### src/rtl/proc_sb_pkg.sv
// Shared types and helpers for the TinyRV1 hazard/writeback scoreboard.
// Optional feature macro used by the top: PROC_SB_PERF_CNT_EN.
package proc_sb_pkg;

    // Producer class of the instruction occupying a slot.
    typedef enum logic [1:0] {
        FU_ALU = 2'd0,
        FU_LW  = 2'd1,
        FU_MUL = 2'd2,
        FU_JAL = 2'd3
    } fu_t;

    // The rd field is sized for the largest register file we support
    // (256 registers); narrower addresses are zero-extended on entry.
    localparam int SB_RD_W = 8;

    typedef struct packed {
        logic               val;
        logic               wen;
        logic [SB_RD_W-1:0] rd;
        fu_t                fu;
    } sb_entry_t;

    // First slot index at which a producer's result can be bypassed.
    function automatic int ready_slot(input fu_t fu, input int mul_lat);
        case (fu)
            FU_MUL:  return mul_lat - 1;
            FU_LW:   return mul_lat;
            default: return 0;
        endcase
    endfunction

endpackage

### src/rtl/proc_sb_byp_lookup.sv
// Youngest-match priority search for one source operand over the slot array.
// Returns a stall request when the youngest producer is not yet ready, or the
// bypass select (slot index + 1, 0 = register file) when it is.
module proc_sb_byp_lookup
    import proc_sb_pkg::*;
#(
    parameter int MUL_LAT = 3,
    parameter int AW      = 5,
    localparam int DEPTH  = MUL_LAT + 2,
    localparam int SW     = $clog2(DEPTH + 1)
) (
    input  logic                  en_i,
    input  logic [AW-1:0]         addr_i,
    input  sb_entry_t [DEPTH-1:0] slots_i,
    output logic                  stall_req_o,
    output logic [SW-1:0]         byp_sel_o
);

    logic               found;
    logic [SB_RD_W-1:0] addr_ext;

    assign addr_ext = SB_RD_W'(addr_i);

    // Scan from the youngest slot; the first match decides bypass or stall.
    always_comb begin
        // NOTE: every output of a combinational block gets a default first,
        // otherwise paths that skip an assignment infer a latch.
        found       = 1'b0;
        stall_req_o = 1'b0;
        byp_sel_o   = '0;
        for (int s = 0; s < DEPTH; s++) begin
            if (!found && en_i && slots_i[s].val && slots_i[s].wen &&
                (slots_i[s].rd != '0) && (slots_i[s].rd == addr_ext)) begin
                found = 1'b1;
                if (s >= ready_slot(slots_i[s].fu, MUL_LAT)) begin
                    byp_sel_o = SW'(s + 1);
                end else begin
                    stall_req_o = 1'b1;
                end
            end
        end
    end

endmodule

### src/rtl/proc_ctrl_scoreboard.sv
// Shift-register scoreboard for the in-order TinyRV1 pipeline with an
// L-stage pipelined multiplier: D-stage stall, operand bypass selects and
// W-stage register-file write controls.
// Optional feature macro: PROC_SB_PERF_CNT_EN (stall / bypass counters).
module proc_ctrl_scoreboard
    import proc_sb_pkg::*;
#(
    parameter int NREGS   = 32,
    parameter int AW      = $clog2(NREGS),
    parameter int MUL_LAT = 3,
    localparam int DEPTH  = MUL_LAT + 2,
    localparam int SW     = $clog2(DEPTH + 1)
) (
    input  logic          clk,
    input  logic          rst,
    input  logic          d_val,
    input  logic          d_squash,
    input  logic          d_rs1_en,
    input  logic [AW-1:0] d_rs1,
    input  logic          d_rs2_en,
    input  logic [AW-1:0] d_rs2,
    input  logic          d_wen,
    input  logic [AW-1:0] d_rd,
    input  logic [1:0]    d_fu,
    output logic          stall_D,
    output logic          issue,
    output logic [SW-1:0] op1_byp_sel,
    output logic [SW-1:0] op2_byp_sel,
    output logic          rf_wen_W,
    output logic [AW-1:0] rf_waddr_W
`ifdef PROC_SB_PERF_CNT_EN
    ,
    output logic [31:0]   perf_stall_cnt,
    output logic [31:0]   perf_byp_cnt
`endif
);

    sb_entry_t [DEPTH-1:0] slots_q, slots_d;
    sb_entry_t             d_entry;
    logic                  rs1_stall_req, rs2_stall_req;
    logic                  d_live;

    assign d_entry = '{val: 1'b1, wen: d_wen, rd: SB_RD_W'(d_rd), fu: fu_t'(d_fu)};

    proc_sb_byp_lookup #(.MUL_LAT(MUL_LAT), .AW(AW)) u_rs1_lookup (
        .en_i        (d_rs1_en),
        .addr_i      (d_rs1),
        .slots_i     (slots_q),
        .stall_req_o (rs1_stall_req),
        .byp_sel_o   (op1_byp_sel)
    );

    proc_sb_byp_lookup #(.MUL_LAT(MUL_LAT), .AW(AW)) u_rs2_lookup (
        .en_i        (d_rs2_en),
        .addr_i      (d_rs2),
        .slots_i     (slots_q),
        .stall_req_o (rs2_stall_req),
        .byp_sel_o   (op2_byp_sel)
    );

    // A squashed D instruction neither stalls nor issues.
    assign d_live  = d_val & ~d_squash;
    assign stall_D = d_live & (rs1_stall_req | rs2_stall_req);
    assign issue   = d_live & ~stall_D;

    assign rf_wen_W   = slots_q[DEPTH-1].val & slots_q[DEPTH-1].wen &
                        (slots_q[DEPTH-1].rd != '0);
    assign rf_waddr_W = rf_wen_W ? AW'(slots_q[DEPTH-1].rd) : '0;

    // Next slot contents: everything moves one stage older every cycle.
    always_comb begin
        slots_d    = '0;
        slots_d[0] = issue ? d_entry : '0;
        for (int i = 1; i < DEPTH; i++) begin
            slots_d[i] = slots_q[i-1];
        end
    end

    // Slot registers; reset discards everything in flight.
    always_ff @(posedge clk or negedge rst) begin
        // NOTE: the whole slot array is reset (not just val) so no stale
        // rd/fu bits can ever be observed; it is a handful of flops.
        if (!rst) begin
            slots_q <= '0;
        end else begin
            // NOTE: sequential state uses non-blocking assignment so all
            // slots shift simultaneously regardless of statement order.
            slots_q <= slots_d;
        end
    end

`ifdef PROC_SB_PERF_CNT_EN
    logic [31:0] perf_stall_q, perf_byp_q;
    logic        byp_used;

    assign byp_used = issue & ((op1_byp_sel != '0) | (op2_byp_sel != '0));

    // Saturating event counters for stall cycles and bypassed issues.
    always_ff @(posedge clk or negedge rst) begin
        if (!rst) begin
            perf_stall_q <= '0;
            perf_byp_q   <= '0;
        end else begin
            if (stall_D && (perf_stall_q != '1)) perf_stall_q <= perf_stall_q + 32'd1;
            if (byp_used && (perf_byp_q != '1))  perf_byp_q   <= perf_byp_q + 32'd1;
        end
    end

    assign perf_stall_cnt = perf_stall_q;
    assign perf_byp_cnt   = perf_byp_q;
`endif

endmodule
### config.mk
export PLATFORM = sky130hd
export DESIGN_NAME = proc_ctrl_scoreboard
export DESIGN_NICKNAME = d
export VERILOG_FILES = /design/src/rtl/proc_sb_pkg.sv /design/src/rtl/proc_sb_byp_lookup.sv /design/src/rtl/proc_ctrl_scoreboard.sv
export SDC_FILE = /design/constraint.sdc
export NUM_CORES = 1
export LEC_CHECK = 0
export ABC_CLOCK_PERIOD_IN_PS = 5300
export CAP_MARGIN = 20
export CORE_UTILIZATION = 55
export DETAILED_ROUTE_END_ITERATION = 7
export PLACE_DENSITY = 0.91
export SYNTH_ARGS = -nofsm -noshare
export SYNTH_HDL_FRONTEND = slang
export SYNTH_SLANG_ARGS = --single-unit
### constraint.sdc
create_clock -name clk -period 5.3 [get_ports clk]
set_input_delay 1.06 -clock clk [delete_from_list [all_inputs] [get_ports clk]]
set_output_delay 1.06 -clock clk [all_outputs]
set_load 0.02 [all_outputs]
# Word-level counts from Yosys, hierarchy flattened
# Index checks and enable logic that the tools add are counted.
[totals] regBits=60 word_cells=184
[classes] n_lt_le_gt_ge=10 eq_ne=20 n_mux=65 bitwise_logic=8 n_reduce_logical=61
[ops] operator="32-bit two-way mux" count=10
[ops] operator="3-bit by 32-bit >= comparator with 1-bit output, first input constant" count=4
[ops] operator="8-bit by 5-bit == test with 1-bit output" count=10
[ops] operator="1-bit by 32-bit >= comparator with 1-bit output, first input constant" count=2
[ops] operator="2-bit by 32-bit >= comparator with 1-bit output, first input constant" count=2
[ops] operator="4-bit by 32-bit >= comparator with 1-bit output, first input constant" count=2
[ops] operator="3-bit two-way mux" count=18
[ops] operator="1-bit logical AND" count=48
[ops] operator="8-bit nonzero test" count=5
[ops] operator="1-bit two-way mux" count=30
[ops] operator="2-bit case mux with 2 select lines" count=5
[ops] operator="12-bit two-way mux" count=1
[ops] operator="2-bit by 1-bit == test with 1-bit output, second input constant" count=5
[ops] operator="2-bit == test, second input constant" count=5
[ops] operator="1-bit logical NOT" count=8
[ops] operator="1-bit AND" count=5
[ops] operator="5-bit two-way mux" count=1
[ops] operator="1-bit NOT" count=2
[ops] operator="1-bit OR" count=1

# Logic depth before layout (Yosys ltp)
# Gate-level depths: netlist of run 1.
[depth] word_depth=41 depth_mapped=8 depth_no_buf=6

# Modules after synthesis
# A second synthesis of run 1 with hierarchy kept.
[hier_totals] cells_unflattened=246 area_unflattened_um2=2517.4
[by_module_without_submodules] module="proc_ctrl_scoreboard" n_inst=1 cells_per_inst=66 area_per_inst_um2=1263.7
[by_module_without_submodules] module="proc_sb_byp_lookup" n_inst=2 cells_per_inst=90 area_per_inst_um2=626.9

# Least setup slack after synthesis of run 1
# Ideal clock, no wire load.
[synth_timing] path_type="in2out" startpoint="input port d_rs2[1]" endpoint="output port issue" arrival_time_ns=3.027 required_time_ns=4.240 setup_slack_ns=1.213 path_stages=8 path_buffers=2 cell_sequence="clkbuf_1 > xnor2_1 > nand3_1 > or4_1 > buf_2 > a31oi_2 > o221ai_4 > nor3b_1"
[synth_between] elab_chain_len=35 word_cells_on_any_way=47 cone_classes="eq/ne: 5; mux: 13; bitwise: 4; reduce/logical: 25"
[synth_lines] element="from (decl)" line_no="proc_ctrl_scoreboard.sv:21" rtl="input logic [AW-1:0] d_rs2,"
[synth_lines] element="8-bit by 5-bit == test with 1-bit output" line_no="proc_sb_byp_lookup.sv:33" rtl="(slots_i[s].rd != '0) && (slots_i[s].rd == addr_ext)) begin"
[synth_lines] element="1-bit logical AND" line_no="proc_sb_byp_lookup.sv:33"
[synth_lines] element="1-bit two-way mux" line_no="proc_sb_byp_lookup.sv:32" rtl="if (!found && en_i && slots_i[s].val && slots_i[s].wen &&"
[synth_lines] element="1-bit logical NOT" line_no="proc_sb_byp_lookup.sv:32"
[synth_lines] element="1-bit logical AND (4 in a row)" line_no="proc_sb_byp_lookup.sv:32"
[synth_lines] element="1-bit logical AND" line_no="proc_sb_byp_lookup.sv:33"
[synth_lines] element="1-bit two-way mux" line_no="proc_sb_byp_lookup.sv:32"
[synth_lines] element="1-bit logical NOT" line_no="proc_sb_byp_lookup.sv:32"
[synth_lines] element="[... 13 more ...]"
[synth_lines] element="1-bit logical NOT" line_no="proc_sb_byp_lookup.sv:32"
[synth_lines] element="1-bit logical AND (4 in a row)" line_no="proc_sb_byp_lookup.sv:32"
[synth_lines] element="1-bit logical AND" line_no="proc_sb_byp_lookup.sv:33"
[synth_lines] element="1-bit two-way mux (*)" line_no="proc_sb_byp_lookup.sv:32"
[synth_lines] element="1-bit OR (*)" line_no="proc_ctrl_scoreboard.sv:63" rtl="assign stall_D = d_live & (rs1_stall_req | rs2_stall_req);"
[synth_lines] element="1-bit AND (*)" line_no="proc_ctrl_scoreboard.sv:63"
[synth_lines] element="1-bit NOT (*)" line_no="proc_ctrl_scoreboard.sv:64" rtl="assign issue = d_live & ~stall_D;"
[synth_lines] element="1-bit AND (*)" line_no="proc_ctrl_scoreboard.sv:64"
[synth_lines] element="to (decl)" line_no="proc_ctrl_scoreboard.sv:26" rtl="output logic issue,"
# Mark *: on every way between the ends. The rest lies on a longest branch, timed or not.

# Worst setup path after layout of run 1
[layout_timing] startpoint="input port d_rs2[4]" endpoint="output port issue"
# The elaborated chain is that of the path after synthesis.

==> results of run 1 <==
[routing by layer]
| metal | GRT usage | share of wire | up-vias |
|---|---|---|---|
| li1 | - | - | 740 |
| met1 | 0.302 | 0.40 | 731 |
| met2 | 0.455 | 0.52 | 57 |
| met3 | 0.0607 | 0.060 | 8 |
| met4 | 0.102 | 0.019 | 0 |
| met5 | 0 | 0 | - |
[Yosys cell counts (2+ instances only)]
master,count,area [sq um]
nand3_1,6,30.0
dfrtp_1,41,1030
or3_1,2,12.5
nand2_1,15,56.3
xor2_1,20,175
nor4_1,3,18.8
nand4_1,2,12.5
buf_2,5,25.0
nand3b_1,2,15.0
nor3_1,7,35.0
and3_1,5,31.3
or4_1,5,37.5
inv_1,4,15.0
nor2b_1,2,12.5
and2_1,2,12.5
nor3b_1,2,15.0
a21oi_1,2,10.0
o211ai_1,2,15.0
o211ai_2,2,25.0
clkbuf_1,6,22.5
xnor2_1,32,280
nor2_1,14,52.6
nor4b_1,2,17.5
[stage by stage]
stage / utilization / power, mW
2_1_floorplan: - / 0.392
3_3_place_gp: 0.685 / 0.425
3_5_place_dp: 0.685 / 0.428
4_1_cts: 0.717 / 0.680
5_1_grt: 0.717 / 0.707
6_report: 0.717 / 0.677
[logic make-up (layout without fill, tap and decap cells)]
group                     after synthesis  count (layout)  share of synthesized area
AOI/OAI and AO/OA                      14              14                     0.0698
xor gates and xnor gates               52              52                      0.215
buffers and inverters                  16              54                     0.0313
DFF                                    41              41                      0.485
muxes                                   2               2                     0.0118
and+or+nand+nor                        73              73                      0.187
[sequential cells by signal (all words and copies together) (netlist names)]
signal	count
slots_d	34
slots_q	7
[cell type report]
type | count | area (sq um)
clock buffers | 7 | 86.3
flip-flops and latches | 41 | 1030
repair buffers | 42 | 403
multi-input cells | 141 | 1020
clock inverters | 1 | 30.0
well taps | 48 | 60.1
inverters | 4 | 15.0
fillers | 274 | 1040
[worst max-delay path, cell delays in order]
cell             delay (ps)
clkdlybuf4s50_1         650
xnor2_1                 170
nand3_1                  80
or4_1                   530
a31oi_2                 280
o221ai_4                190
nor3b_1                 280
clkdlybuf4s50_1         650
[path summary, 6_finish.rpt]
kind,startpoint,endpoint,cells after the start
worst min register to register,slots_d[58]$_DFF_PN0_,slots_q[58]$_DFF_PN0_,0
min in group asynchronous,rst,slots_d[37]$_DFF_PN0_,1
worst max register to register,slots_d[17]$_DFF_PN0_,slots_d[23]$_DFF_PN0_,6
worst min-delay path,slots_d[58]$_DFF_PN0_,slots_q[58]$_DFF_PN0_,0
max in group asynchronous,rst,slots_d[47]$_DFF_PN0_,1
worst max-delay path,d_rs2[4],issue,8
[power breakdown]
| part | switching [mW] | internal [mW] |
|---|---|---|
| logic | 0.0399 | 0.0428 |
| registers | 0.0146 | 0.325 |
| clock network | 0.101 | 0.153 |
==> impl_metrics.env, run 1 <==
export IMPL_grt_pass1_vias=1642
export IMPL_rsz0062_at_grt="no"
export IMPL_routed_wl_mm=4.52
export IMPL_endpoint_kind="primary output"
export IMPL_status="completed"
export IMPL_drtPass1Iterations=4
export IMPL_final_common_cell="dfrtp_1"
export IMPL_syn_avg_cell_area_sq_um=10.7
export IMPL_numPlacedInstances=276
export IMPL_num_rows=22
export IMPL_max_slew_margin_rel=0.418
export IMPL_place_hpwl_mm=3.46
export IMPL_setup_violations=0
export IMPL_numCtsBuffers=5
export IMPL_wl_per_cell_um=15.9
export IMPL_ys_flop_type="dfrtp_1"
export IMPL_tightest_slew_ps=873
export IMPL_arrival_ps=3910
export IMPL_drt_iter0_markers=72
export IMPL_fin_ws_ps=331
export IMPL_peakVddDrop_v=0.000224
export IMPL_die_w_um=64.0
export IMPL_grt_max_degree=42
export IMPL_post_cts_resized=0
export IMPL_crit_type="in2out"
export IMPL_diodes=0
export IMPL_final_cell_mix="41 x dfrtp_1, 36 x clkdlybuf4s50_1, 32 x xnor2_1, 20 x xor2_1, 15 x nand2_1"
export IMPL_antenna_found_initial=0
export IMPL_clock_skew_ps=11.2
export IMPL_hold_ws_ps=378
export IMPL_period_minus_slack_ps=4970
export IMPL_syn_to_final_growth_pct=25.0
export IMPL_cts_tree="built"
export IMPL_drive_gt1_frac=0.0890
export IMPL_detailedPlace_worstSlack_ps=340
export IMPL_die_height_um=64.0
export IMPL_grt_pass1_wl_mm=7.72
export IMPL_hold_path_class="reg2reg"
export IMPL_die_area_sq_um=4100
export IMPL_maxCapViolations=0
export IMPL_ioPinCount=38
export IMPL_syn_area_sq_um=2120
export IMPL_worstPathRequired_ps=4240
export IMPL_grt_usage=0.258
export IMPL_cp_max_fo=10
export IMPL_async_flop_share=1.00
export IMPL_overflow=0
export IMPL_reg2reg_slack_ps=3030
export IMPL_yosys_register_bits=41
export IMPL_final_hold_viol_count=0
export IMPL_htree_levels=2
export IMPL_synth_seq_area_share=0.485
export IMPL_syn_inst=198
export IMPL_syn_nets=222
export IMPL_timing_fmax_ghz=0.201
export IMPL_final_setup_tns_ps=0
export IMPL_drv_slew=0
export IMPL_yosysUniqueCellTypes=38
export IMPL_cts_hold_buf=0
export IMPL_viasPerCell=5.41
export IMPL_p_leak_nw=1.15
export IMPL_final_area_sq_um=2640
export IMPL_finalCritPeriodShare=0.937
export IMPL_power_density_nw_per_um2=256
export IMPL_ys_warn_count=0
export IMPL_insertion_delay_ps=290
export IMPL_portBuffers=37
export IMPL_cts_setup_buffers=0
export IMPL_finalNonFillerCells=284
export IMPL_place_area_sq_um=2530
export IMPL_dr_total_vias=1536
export IMPL_cts_sinks=41
export IMPL_ctsRootBufferMaster="clkbuf_8"
export IMPL_startpoint_type="input pin"
export IMPL_synth_edf_count=0
export IMPL_initial_core_util=0.574
export IMPL_max_clock_path_buffers=2
export IMPL_path_clk_slew_ps=70
export IMPL_fin_nets=259
export IMPL_ant_nets=0
export IMPL_drc=0
export IMPL_core_sq_um=3690
export IMPL_place_gp_congestion=0.860
(Power assumes the default switching activity.)
==> run 2: changes to the inputs <==
Settings changed: CTS_CLUSTER_SIZE from default to 30.
==> results of run 2 <==
Same layout as run 1: the final DEF is identical, and so are final timing and power.
